<file path="src/rtl/phy_cfg_seq.sv">
// rtl/phy_cfg_seq.sv - MDIO PHY configuration sequencer: init-table writes, read-back verify, status polling
module phy_cfg_seq #(
  parameter int unsigned          N_WORDS     = 8,
  parameter logic [N_WORDS*5-1:0] INIT_ADDRS  = {5'd0, 5'd12, 5'd11, 5'd12,
                                                 5'd11, 5'd12, 5'd11, 5'd9},
  parameter logic [N_WORDS*16-1:0] INIT_VALUES = {16'h1340, 16'h0a5a, 16'h8002, 16'h003c,
                                                  16'h4001, 16'h0007, 16'h0de1, 16'h0000},
  parameter int unsigned          MODE_W      = 1,
  parameter int unsigned          MODE_IDX    = 0,
  parameter int unsigned          MODE_LSB    = 9,
  parameter logic [N_WORDS-1:0]   VERIFY_MASK = '0,
  parameter int unsigned          MAX_RETRY   = 3,
  parameter logic [4:0]           STATUS_REG  = 5'd31
) (
  input  logic              clock_i,
  input  logic              reset_i,
  input  logic              init_request_i,
  input  logic [MODE_W-1:0] mode_i,
  input  logic              mdio_ready_i,
  input  logic [15:0]       mdio_rd_data_i,
  output logic [4:0]        mdio_addr_o,
  output logic [15:0]       mdio_wr_data_o,
  output logic              mdio_rd_req_o,
  output logic              mdio_wr_req_o,
  output logic [1:0]        speed_o,
  output logic              duplex_o,
  output logic              link_o,
  output logic              link_change_o,
  output logic              busy_o,
  output logic              cfg_done_o,
  output logic              cfg_error_o
);

  localparam int unsigned IDX_W = (N_WORDS > 1) ? $clog2(N_WORDS) : 1;
  localparam int unsigned RTY_W = $clog2(MAX_RETRY + 1);
  localparam logic [IDX_W-1:0] LAST_IDX  = IDX_W'(N_WORDS - 1);
  localparam logic [RTY_W-1:0] RETRY_TOP = RTY_W'(MAX_RETRY - 1);

  typedef enum logic [2:0] {
    POLL_ISSUE,
    POLL_WAIT,
    WR_ISSUE,
    WR_WAIT,
    VF_ISSUE,
    VF_WAIT
  } state_e;

  state_e             state_q, state_d;
  logic [IDX_W-1:0]   idx_q, idx_d;
  logic [RTY_W-1:0]   retry_q, retry_d;
  logic               init_pending_q, init_pending_d;
  logic [MODE_W-1:0]  last_mode_q, last_mode_d;
  logic               busy_q, busy_d;
  logic [1:0]         speed_q, speed_d;
  logic               duplex_q, duplex_d;
  logic               link_q, link_d;
  logic               link_seen_q, link_seen_d;
  logic               link_change_q, link_change_d;
  logic               cfg_done_q, cfg_done_d;
  logic               cfg_error_q, cfg_error_d;
  logic               wait_first_q, wait_first_d;

  logic [4:0]         entry_addr;
  logic [15:0]        entry_data;
  logic               wait_exit;
  logic               advance;
  logic               start_run;

  // Current table entry; the mode field is spliced into its entry from the mode captured at run start.
  always_comb begin
    entry_addr = INIT_ADDRS[32'(idx_q) * 32'd5 +: 5];
    entry_data = INIT_VALUES[32'(idx_q) * 32'd16 +: 16];
    if (32'(idx_q) == MODE_IDX) begin
      entry_data[MODE_LSB +: MODE_W] = last_mode_q;
    end
  end

  // Next-state logic: transaction sequencing, verify/retry, restart on a pending init, status capture.
  always_comb begin
    state_d        = state_q;
    idx_d          = idx_q;
    retry_d        = retry_q;
    last_mode_d    = last_mode_q;
    busy_d         = busy_q;
    speed_d        = speed_q;
    duplex_d       = duplex_q;
    link_d         = link_q;
    link_seen_d    = link_seen_q;
    link_change_d  = 1'b0;
    cfg_done_d     = 1'b0;
    cfg_error_d    = cfg_error_q;
    wait_first_d   = 1'b0;
    advance        = 1'b0;
    start_run      = 1'b0;
    mdio_rd_req_o  = 1'b0;
    mdio_wr_req_o  = 1'b0;
    init_pending_d = init_pending_q | init_request_i | (mode_i != last_mode_q);
    // The engine needs one cycle to drop ready after a strobe, so the first wait cycle is ignored.
    wait_exit      = !wait_first_q && mdio_ready_i;

    case (state_q)
      POLL_ISSUE: begin
        if (mdio_ready_i && !reset_i) begin
          mdio_rd_req_o = 1'b1;
          wait_first_d  = 1'b1;
          state_d       = POLL_WAIT;
        end
      end
      POLL_WAIT: begin
        if (wait_exit) begin
          speed_d       = mdio_rd_data_i[6:5];
          duplex_d      = mdio_rd_data_i[3];
          link_d        = mdio_rd_data_i[2];
          link_seen_d   = 1'b1;
          link_change_d = link_seen_q && (mdio_rd_data_i[2] != link_q);
          if (init_pending_q) begin
            start_run = 1'b1;
          end else begin
            state_d = POLL_ISSUE;
          end
        end
      end
      WR_ISSUE: begin
        if (mdio_ready_i && !reset_i) begin
          mdio_wr_req_o = 1'b1;
          wait_first_d  = 1'b1;
          state_d       = WR_WAIT;
        end
      end
      WR_WAIT: begin
        if (wait_exit) begin
          if (init_pending_q) begin
            start_run = 1'b1;
          end else if (VERIFY_MASK[idx_q]) begin
            state_d = VF_ISSUE;
          end else begin
            advance = 1'b1;
          end
        end
      end
      VF_ISSUE: begin
        if (mdio_ready_i && !reset_i) begin
          mdio_rd_req_o = 1'b1;
          wait_first_d  = 1'b1;
          state_d       = VF_WAIT;
        end
      end
      VF_WAIT: begin
        if (wait_exit) begin
          if (init_pending_q) begin
            start_run = 1'b1;
          end else if (mdio_rd_data_i == entry_data) begin
            retry_d = '0;
            advance = 1'b1;
          end else if (retry_q == RETRY_TOP) begin
            // Out of attempts: flag it and keep going so the rest of the table still lands.
            retry_d     = '0;
            cfg_error_d = 1'b1;
            advance     = 1'b1;
          end else begin
            retry_d = retry_q + RTY_W'(1);
            state_d = WR_ISSUE;
          end
        end
      end
      default: begin
        state_d = WR_ISSUE;
      end
    endcase

    if (advance) begin
      if (idx_q == LAST_IDX) begin
        idx_d      = '0;
        busy_d     = 1'b0;
        cfg_done_d = 1'b1;
        state_d    = POLL_ISSUE;
      end else begin
        idx_d   = idx_q + IDX_W'(1);
        state_d = WR_ISSUE;
      end
    end

    // A fresh run (also an aborted one being restarted) re-captures mode and clears the error flag.
    if (start_run) begin
      state_d        = WR_ISSUE;
      idx_d          = '0;
      retry_d        = '0;
      busy_d         = 1'b1;
      cfg_error_d    = 1'b0;
      init_pending_d = 1'b0;
      last_mode_d    = mode_i;
    end
  end

  // Address and data are derived from state and index, both frozen for the whole transaction.
  always_comb begin
    mdio_wr_data_o = entry_data;
    if (state_q == POLL_ISSUE || state_q == POLL_WAIT) begin
      mdio_addr_o = STATUS_REG;
    end else begin
      mdio_addr_o = entry_addr;
    end
  end

  // State registers; reset drops any in-flight transaction and starts the table from entry 0.
  always_ff @(posedge clock_i) begin
    if (reset_i) begin
      state_q        <= WR_ISSUE;
      idx_q          <= '0;
      retry_q        <= '0;
      init_pending_q <= 1'b0;
      last_mode_q    <= mode_i;
      busy_q         <= 1'b1;
      speed_q        <= 2'b00;
      duplex_q       <= 1'b0;
      link_q         <= 1'b0;
      link_seen_q    <= 1'b0;
      link_change_q  <= 1'b0;
      cfg_done_q     <= 1'b0;
      cfg_error_q    <= 1'b0;
      wait_first_q   <= 1'b0;
    end else begin
      state_q        <= state_d;
      idx_q          <= idx_d;
      retry_q        <= retry_d;
      init_pending_q <= init_pending_d;
      last_mode_q    <= last_mode_d;
      busy_q         <= busy_d;
      speed_q        <= speed_d;
      duplex_q       <= duplex_d;
      link_q         <= link_d;
      link_seen_q    <= link_seen_d;
      link_change_q  <= link_change_d;
      cfg_done_q     <= cfg_done_d;
      cfg_error_q    <= cfg_error_d;
      wait_first_q   <= wait_first_d;
    end
  end

  assign speed_o       = speed_q;
  assign duplex_o      = duplex_q;
  assign link_o        = link_q;
  assign link_change_o = link_change_q;
  assign busy_o        = busy_q;
  assign cfg_done_o    = cfg_done_q;
  assign cfg_error_o   = cfg_error_q;

endmodule

</file>
<file path="config.mk">
export PLATFORM = sky130hd
export DESIGN_NAME = phy_cfg_seq
export DESIGN_NICKNAME = d
export VERILOG_FILES = /design/src/rtl/phy_cfg_seq.sv
export SDC_FILE = /design/constraint.sdc
export NUM_CORES = 1
export LEC_CHECK = 0
export ABC_AREA = 0
export CELL_PAD_IN_SITES_DETAIL_PLACEMENT = 1
export CELL_PAD_IN_SITES_GLOBAL_PLACEMENT = 1
export CORE_ASPECT_RATIO = 1.4
export CORE_UTILIZATION = 32
export DETAILED_ROUTE_END_ITERATION = 12
export PLACE_DENSITY_LB_ADDON = 0.1
export REMOVE_ABC_BUFFERS = 1
export SYNTH_ARGS = -nofsm -noshare
export SYNTH_HDL_FRONTEND = slang
export SYNTH_SLANG_ARGS = --single-unit
</file>
<file path="constraint.sdc">
create_clock -name clock_i -period 3.4 [get_ports clock_i]
set_clock_uncertainty 0.05 [all_clocks]
set_input_delay 0.34 -clock clock_i [delete_from_list [all_inputs] [get_ports clock_i]]
set_output_delay 0.34 -clock clock_i [all_outputs]
set_load 0.01 [all_outputs]
</file>
# Word level (Yosys, flattened, before mapping)
# Memory sizes are Yosys's and may differ from the RTL's. A register that Yosys moved wholly into a read port is not among the register bits.
# Index checks and enable logic that the tools add are counted.
[classes] n_lt_le_gt_ge=1 bitwise_logic=8 add_sub_neg=2 mul=1 shifts=2 mux=40 n_reduce_logical=21 eq_ne=22
[ops] cell="128-bit by 8-bit indexed part select with 16-bit output (first input constant)" n=1
[ops] cell="3-bit 2-to-1 mux" n=16
[ops] cell="40-bit by 7-bit indexed part select with 5-bit output (first input constant)" n=1
[ops] cell="3-bit inequality test (second input constant)" n=12
[ops] cell="1-bit 2-to-1 mux" n=18
[ops] cell="3-bit case mux with 6 select lines" n=1
[ops] cell="16-bit == test" n=1
[ops] cell="12-bit AND reduction" n=1
[ops] cell="3-bit == test (second input constant)" n=3
[ops] cell="3-bit OR reduction" n=3
[ops] cell="2-bit OR reduction" n=4
[ops] cell="3-bit by 2-bit == test with 1-bit output (second input constant)" n=2
[ops] cell="3-bit logical NOT" n=2
[ops] cell="3-bit by 3-bit multiplier with 6-bit output (second input constant)" n=1
[ops] cell="2-bit 2-to-1 mux" n=3
[ops] cell="1-bit inverter" n=6
[ops] cell="5-bit 2-to-1 mux" n=1
[ops] cell="5-bit AND reduction" n=1
[ops] cell="3-bit by 4-bit < comparator with 1-bit output (second input constant)" n=1
[ops] cell="2-bit AND reduction" n=2
[ops] cell="3-bit by 1-bit adder with 3-bit output (second input constant)" n=1
[ops] cell="3-bit by 1-bit == test with 1-bit output (second input constant)" n=1
[ops] cell="1-bit logical AND" n=3
[ops] cell="3-bit AND reduction" n=1
[ops] cell="8 further kinds" n=11
[totals] inputBits=21 reg_bits=20 output_inout_bits=31 romBits=8 mem_count=1 elab_cells=112
[memory_table] memory="(name not given)" words=8 width=1 rd=1 rd_clocked_by_memory_dff=1 wr=0 line_no="134" source="end else if (VERIFY_MASK[idx_q]) begin"

# Longest topological paths before layout
[logic_depth] ltp_word=9 mapped_depth=10 depth_no_buf=9

# Worst setup path after synthesis
# Ideal clock, no wire load.
[synth_timing] path_kind="register -> register" from="reg idx_q[2]" to="reg idx_q[2]" n_path_buf=2 required_ns=3.271 setup_time_ns=0.079 stages_incl_launch_ff=11 arrival_time_ns=2.305 synth_period_minus_slack_ns=2.435 slack_ns=0.965 path_cell_list="dfxtp_1 buf_2 buf_2 inv_2 ha_1 xor2_1 a2111oi_0 and4_1 nand4_4 o211a_1 a211oi_2"
[synth_between] word_cells_on_any_way=11 classes_between="add/sub: 1; eq/ne: 2; shift: 1; mux: 6; reduce/logical: 1"
[synth_lines] item="start, declared" line_no="49" source="logic [IDX_W-1:0] idx_q, idx_d;"
[synth_lines] item="start signal, assigned" line_no="224" source="idx_q <= idx_d;"
[synth_lines] item="128-bit by 8-bit indexed part select with 16-bit output" line_no="72" source="entry_data = INIT_VALUES[32'(idx_q) * 32'd16 +: 16];"
[synth_lines] item="net mdio_wr_data_o[14]" line_no="22" source="output logic [15:0] mdio_wr_data_o,"
[synth_lines] item="16-bit == test" line_no="152" source="end else if (mdio_rd_data_i == entry_data) begin"
[synth_lines] item="1-bit 2-to-1 mux" line_no="152"
[synth_lines] item="1-bit 2-to-1 mux" line_no="150" source="if (init_pending_q) begin"
[synth_lines] item="1-bit 2-to-1 mux" line_no="149" source="if (wait_exit) begin"
[synth_lines] item="1-bit case mux with 2 select lines" line_no="101" source="case (state_q)"
# The timed path passes the listed nets, and every way through them passes these cells.
# A chain may end at the register's enable or synchronous reset.

# Worst setup path after layout
[layout_timing] from="reg idx_q[0]" to="reg busy_q, in the netlist busy_o"
[layout_between] elab_chain_cells=8 word_cells_on_any_way=10 classes_between="eq/ne: 2; shift: 1; mux: 5; reduce/logical: 2"
[layout_rtl] item="128-bit by 8-bit indexed part select with 16-bit output / 3-bit logical NOT (equally long branches)" line_no="72, 73"
[layout_rtl] item="1-bit 2-to-1 mux" line_no="73" source="if (32'(idx_q) == MODE_IDX) begin"
[layout_rtl] item="16-bit == test" line_no="152"
[layout_rtl] item="1-bit 2-to-1 mux" line_no="152"
[layout_rtl] item="1-bit 2-to-1 mux" line_no="150"
[layout_rtl] item="1-bit 2-to-1 mux" line_no="149"
[layout_rtl] item="1-bit case mux with 2 select lines" line_no="101"
[layout_rtl] item="2-bit AND reduction (no line) (*)"
[layout_rtl] item="end signal, assigned" line_no="228" source="busy_q <= busy_d;"
[layout_rtl] item="end, declared" line_no="53" source="logic busy_q, busy_d;"
# Mark *: on every way between the ends. The rest lies on a longest branch, timed or not.

==> implementation parameters <==
Parameter                              Value

Timing
  Number of failing setup endpoints in the final timing report ... 0
  RSZ-0062 raised after global routing ... no
  Max-slew headroom at the worst pin ... 49.4%
  Final number of hold-violating endpoints ... 0
  Final slew viol count ... 0
  Crit share post-route ... 81.1%
  Setup TNS ... 0 ns
  Minimum hold slack ... 0.394 ns
  FMAX ... 363 MHz
  Transition at the pin with the smallest max-transition slack ... about 0.74 ns
  Time the final worst path needs with I/O delays and setup ... 2.76 ns
  Worst Setup Slack, final ... 0.644 ns

Floorplan
  Die span in y ... 82.3 microns
  Die ar. ... roughly 0.0049 sq mm
  Core outline area ... 0.00431 sq mm
  Floorplan row count ... 28
  Top Ports ... 52
  Die outline width ... about 60 microns
  Starting utilization of the core area ... 34.2%

Synthesis
  Sequential element share of the synthesized area ... about 28%
  Unique cell type count in the Yosys netlist ... 51
  FF+latch count, synth ... 20
  Post-synthesis average cell area ... 8.19 sq um
  Commonest cells in the synthesized netlist ... nand2_1, dfxtp_1, nor2_1
  EDFF count, synth ... 1
  Post-synth design cell area ... 0.00147 sq mm
  Cell type with the highest aggregate area in the netlist ... dfxtp_1
  Cells after Synth ... 180
  Synth async-reset ratio ... 0%
  Largest cells by area after synthesis ... dfxtp_1, ha_1, nand2_1
  Most instantiated flip-flop cell in the synthesis netlist ... dfxtp_1
  Top-area cell type share of the netlist area ... 25.8%
  Count of synthesis-stage warnings from yosys ... 0
  Most frequent cell after synthesis ... nand2_1

Placed design
  Global placer's final weighted congestion ... 0.783
  Total of buffers placed on input and output ports ... 50
  Post-detailed-placement cell area ... 0.00202 sq mm
  Sum of net half-perimeters after detailed placement ... 3730 microns
  Pre-CTS worst setup slack ... 0.630 ns

Clocking
  Clock transition at the registers of the reported paths ... about 0.080 ns
  Post-CTS setup repair buffer count ... 0
  H-tree lvl count ... 1
  Insertion delay to the later sink of the worst-skew pair ... between 0.2 and 0.3 ns
  CTS tree ... done
  Hold_buf cts ... 0
  Number of CTS-inserted buffers ... 3
  Number of sinks on the clock net ... 20
  Clock tree root buffer cell ... clkbuf_8
  CTS Buffer Depth ... 2
  Quantity of gates resized following cts ... 0

Global routing
  Total congestion overflow ... 0
  Pin count of the biggest net entering global routing ... 16
  Global Route Usage Sum ... between 20% and 30%
  First-pass GRT wire length ... 7470 microns
  Initial antenna violation count ... 0
  Vias in the first global route ... roughly 1.5k

Power
  Internal Dissipation ... 423 uW
  Net switching power ... 157 uW
  Reg power frac ... between 40% and 50%
  Pwr dens ... 279 mW/mm^2
  Peak VDD IR ... 0.000148 V
  Logic gate share of total power ... 25.0%
  Static leakage ... around 0.0008 uW
  Switching power as a share of total power ... 27.1%
  Clock share of power ... 31.4%

Finish
  Layout-stage area growth over the synthesis result ... 40.8%
  Antenna Cells ... 0
  Sequential cell area ... 410 sq um
  Area of the multi-input gates ... 971 sq um
  Final design area excluding fillers ... around 0.0021 sq mm
  Number of filler cells placed in the layout ... 531
  Total number of nets in the final design ... 258
  Proportion of layout cells with a drive suffix above 1 ... 9.25%

Critical path
  Maximum single-stage delay on the critical path ... 0.68 ns
  Critical path endpoint category ... register
  Critical path class ... register to register
  CP Data Arrival Time ... 2.84 ns
  Crit Path Max Fanout ... 7
  Startpoint type of the worst setup path ... register
  Ordered list of cells on the worst path ... inv_1 > ha_1 > nor2b_1 > a2111oi_0 > a2bb2oi_2 > nand4_4 > o21ai_1 > a31oi_1
  Critical path required time ... 3.48 ns
  Master of the slowest instance on the critical path ... a2111oi_0

Drt
  Router iterations before antenna repair ... 4
  Routed len/inst ... 15.8 microns
  Number of DRC markers after the initial detailed-route iteration ... 32
  DRT antenna net count ... 0
  Count of vias placed by the detailed router ... 1454
  Residual DRC count ... 0
  Via density per instance ... 5.07
  DRT Wirelength ... 4540 microns

Min path
  Hold Path Class ... register to register

Outcome
  Result of the run ... finished clean

Run
  Number of violations of the max-capacitance limit ... 0
==> critical path: cells and delay by family (launching register included) <==
family	cells	cell delay, ns
fa+ha+maj	1	0.29
compound gates	4	1.37
simple gates	2	0.36
buf+inv	1	0.14
flops	1	0.42
==> cells by family after synthesis <==
group | count (synthesis) | synth area share (%)
fa+ha+maj | 10 | 8.32
compound gates | 36 | 18.6
xor+xnor | 7 | 4.16
other cells | 1 | 0.254
simple gates | 78 | 29.8
flops | 20 | 27.8
mux | 7 | 4.75
buf+inv | 21 | 6.28
==> cells in the final DEF (no fill, tap or decap), drive strengths merged, types with 2 or more instances in the layout <==
cell           instances
a2111oi                3
a211oi                 2
a21boi                 2
a21oi                  8
a31oi                  3
and2                   2
and3b                  2
buf                    3
clkbuf                 4
clkdlybuf4s50         50
dfxtp                 19
ha                     9
inv                   11
mux2i                  7
nand2                 21
nand2b                 6
nand3                  5
nand3b                 3
nand4                  3
nor2                  13
nor2b                  6
nor3                   5
nor3b                  2
o21ai                 10
or2                    2
or3                    4
xnor2                  4
xor2                   3
==> sequential cells by signal, indices dropped and copies added, names as in the netlist, named ones only <==
signal and cells:
link_o 1, state_q 2, link_seen_q 1, idx_q 3, cfg_done_o 1, retry_q 2, speed_o 2, busy_o 1
duplex_o 1, init_pending_q 1, link_change_o 1, wait_first_q 1, cfg_error_o 1, last_mode_q 1
==> layout make-up <==
type                    instances  share of cell area, %
well taps                      60                   3.62
inverters                      11                   1.99
flip-flops and latches         20                   19.8
clock buffers                   4                   2.65
multi-input cells             139                   46.8
repair buffers                 53                   25.2
==> power groups by stage <==
stage / logic [uW] / registers, uW / clock network (uW)
after global placement: 143 / 258 / 0
final: 145 / 253 / 182
after global routing: 157 / 255 / 199
after CTS: 146 / 253 / 191
after detailed placement: 146 / 259 / 0
after floorplan: 69.3 / 257 / 0
==> worst paths after layout <==
kind	to	depth (start not counted)	startpoint	slack [ns]
worst min-delay path	link_change_o$_SDFF_PP0_	2	link_seen_q$_SDFFE_PP0P_	0.39
worst min register to register	link_change_o$_SDFF_PP0_	2	link_seen_q$_SDFFE_PP0P_	0.39
worst max-delay path	busy_o$_SDFFE_PP1P_	8	idx_q[0]$_SDFFE_PP0P_	0.64
worst max register to register	busy_o$_SDFFE_PP1P_	8	idx_q[0]$_SDFFE_PP0P_	0.64
==> metrics by stage <==
step / total power, uW / utilization, % / std cells
6_report: 580 / 48.2 / 287
5_1_grt: 611 / 48.2 / 287
4_1_cts: 590 / 48.2 / 287
2_1_floorplan: 326 / - / 170
3_3_place_gp: 401 / 46.9 / 283
3_5_place_dp: 404 / 46.9 / 283
==> layer usage <==
layer	GRT usage [%]	vias to the layer above	share of wire, %
li1	-	717	-
met1	22.9	700	40
met2	38.9	32	56
met3	3.27	5	3.9
met4	3.57	0	0.59
met5	0	-	0
Note: power is estimated with default switching activity, not from simulation.
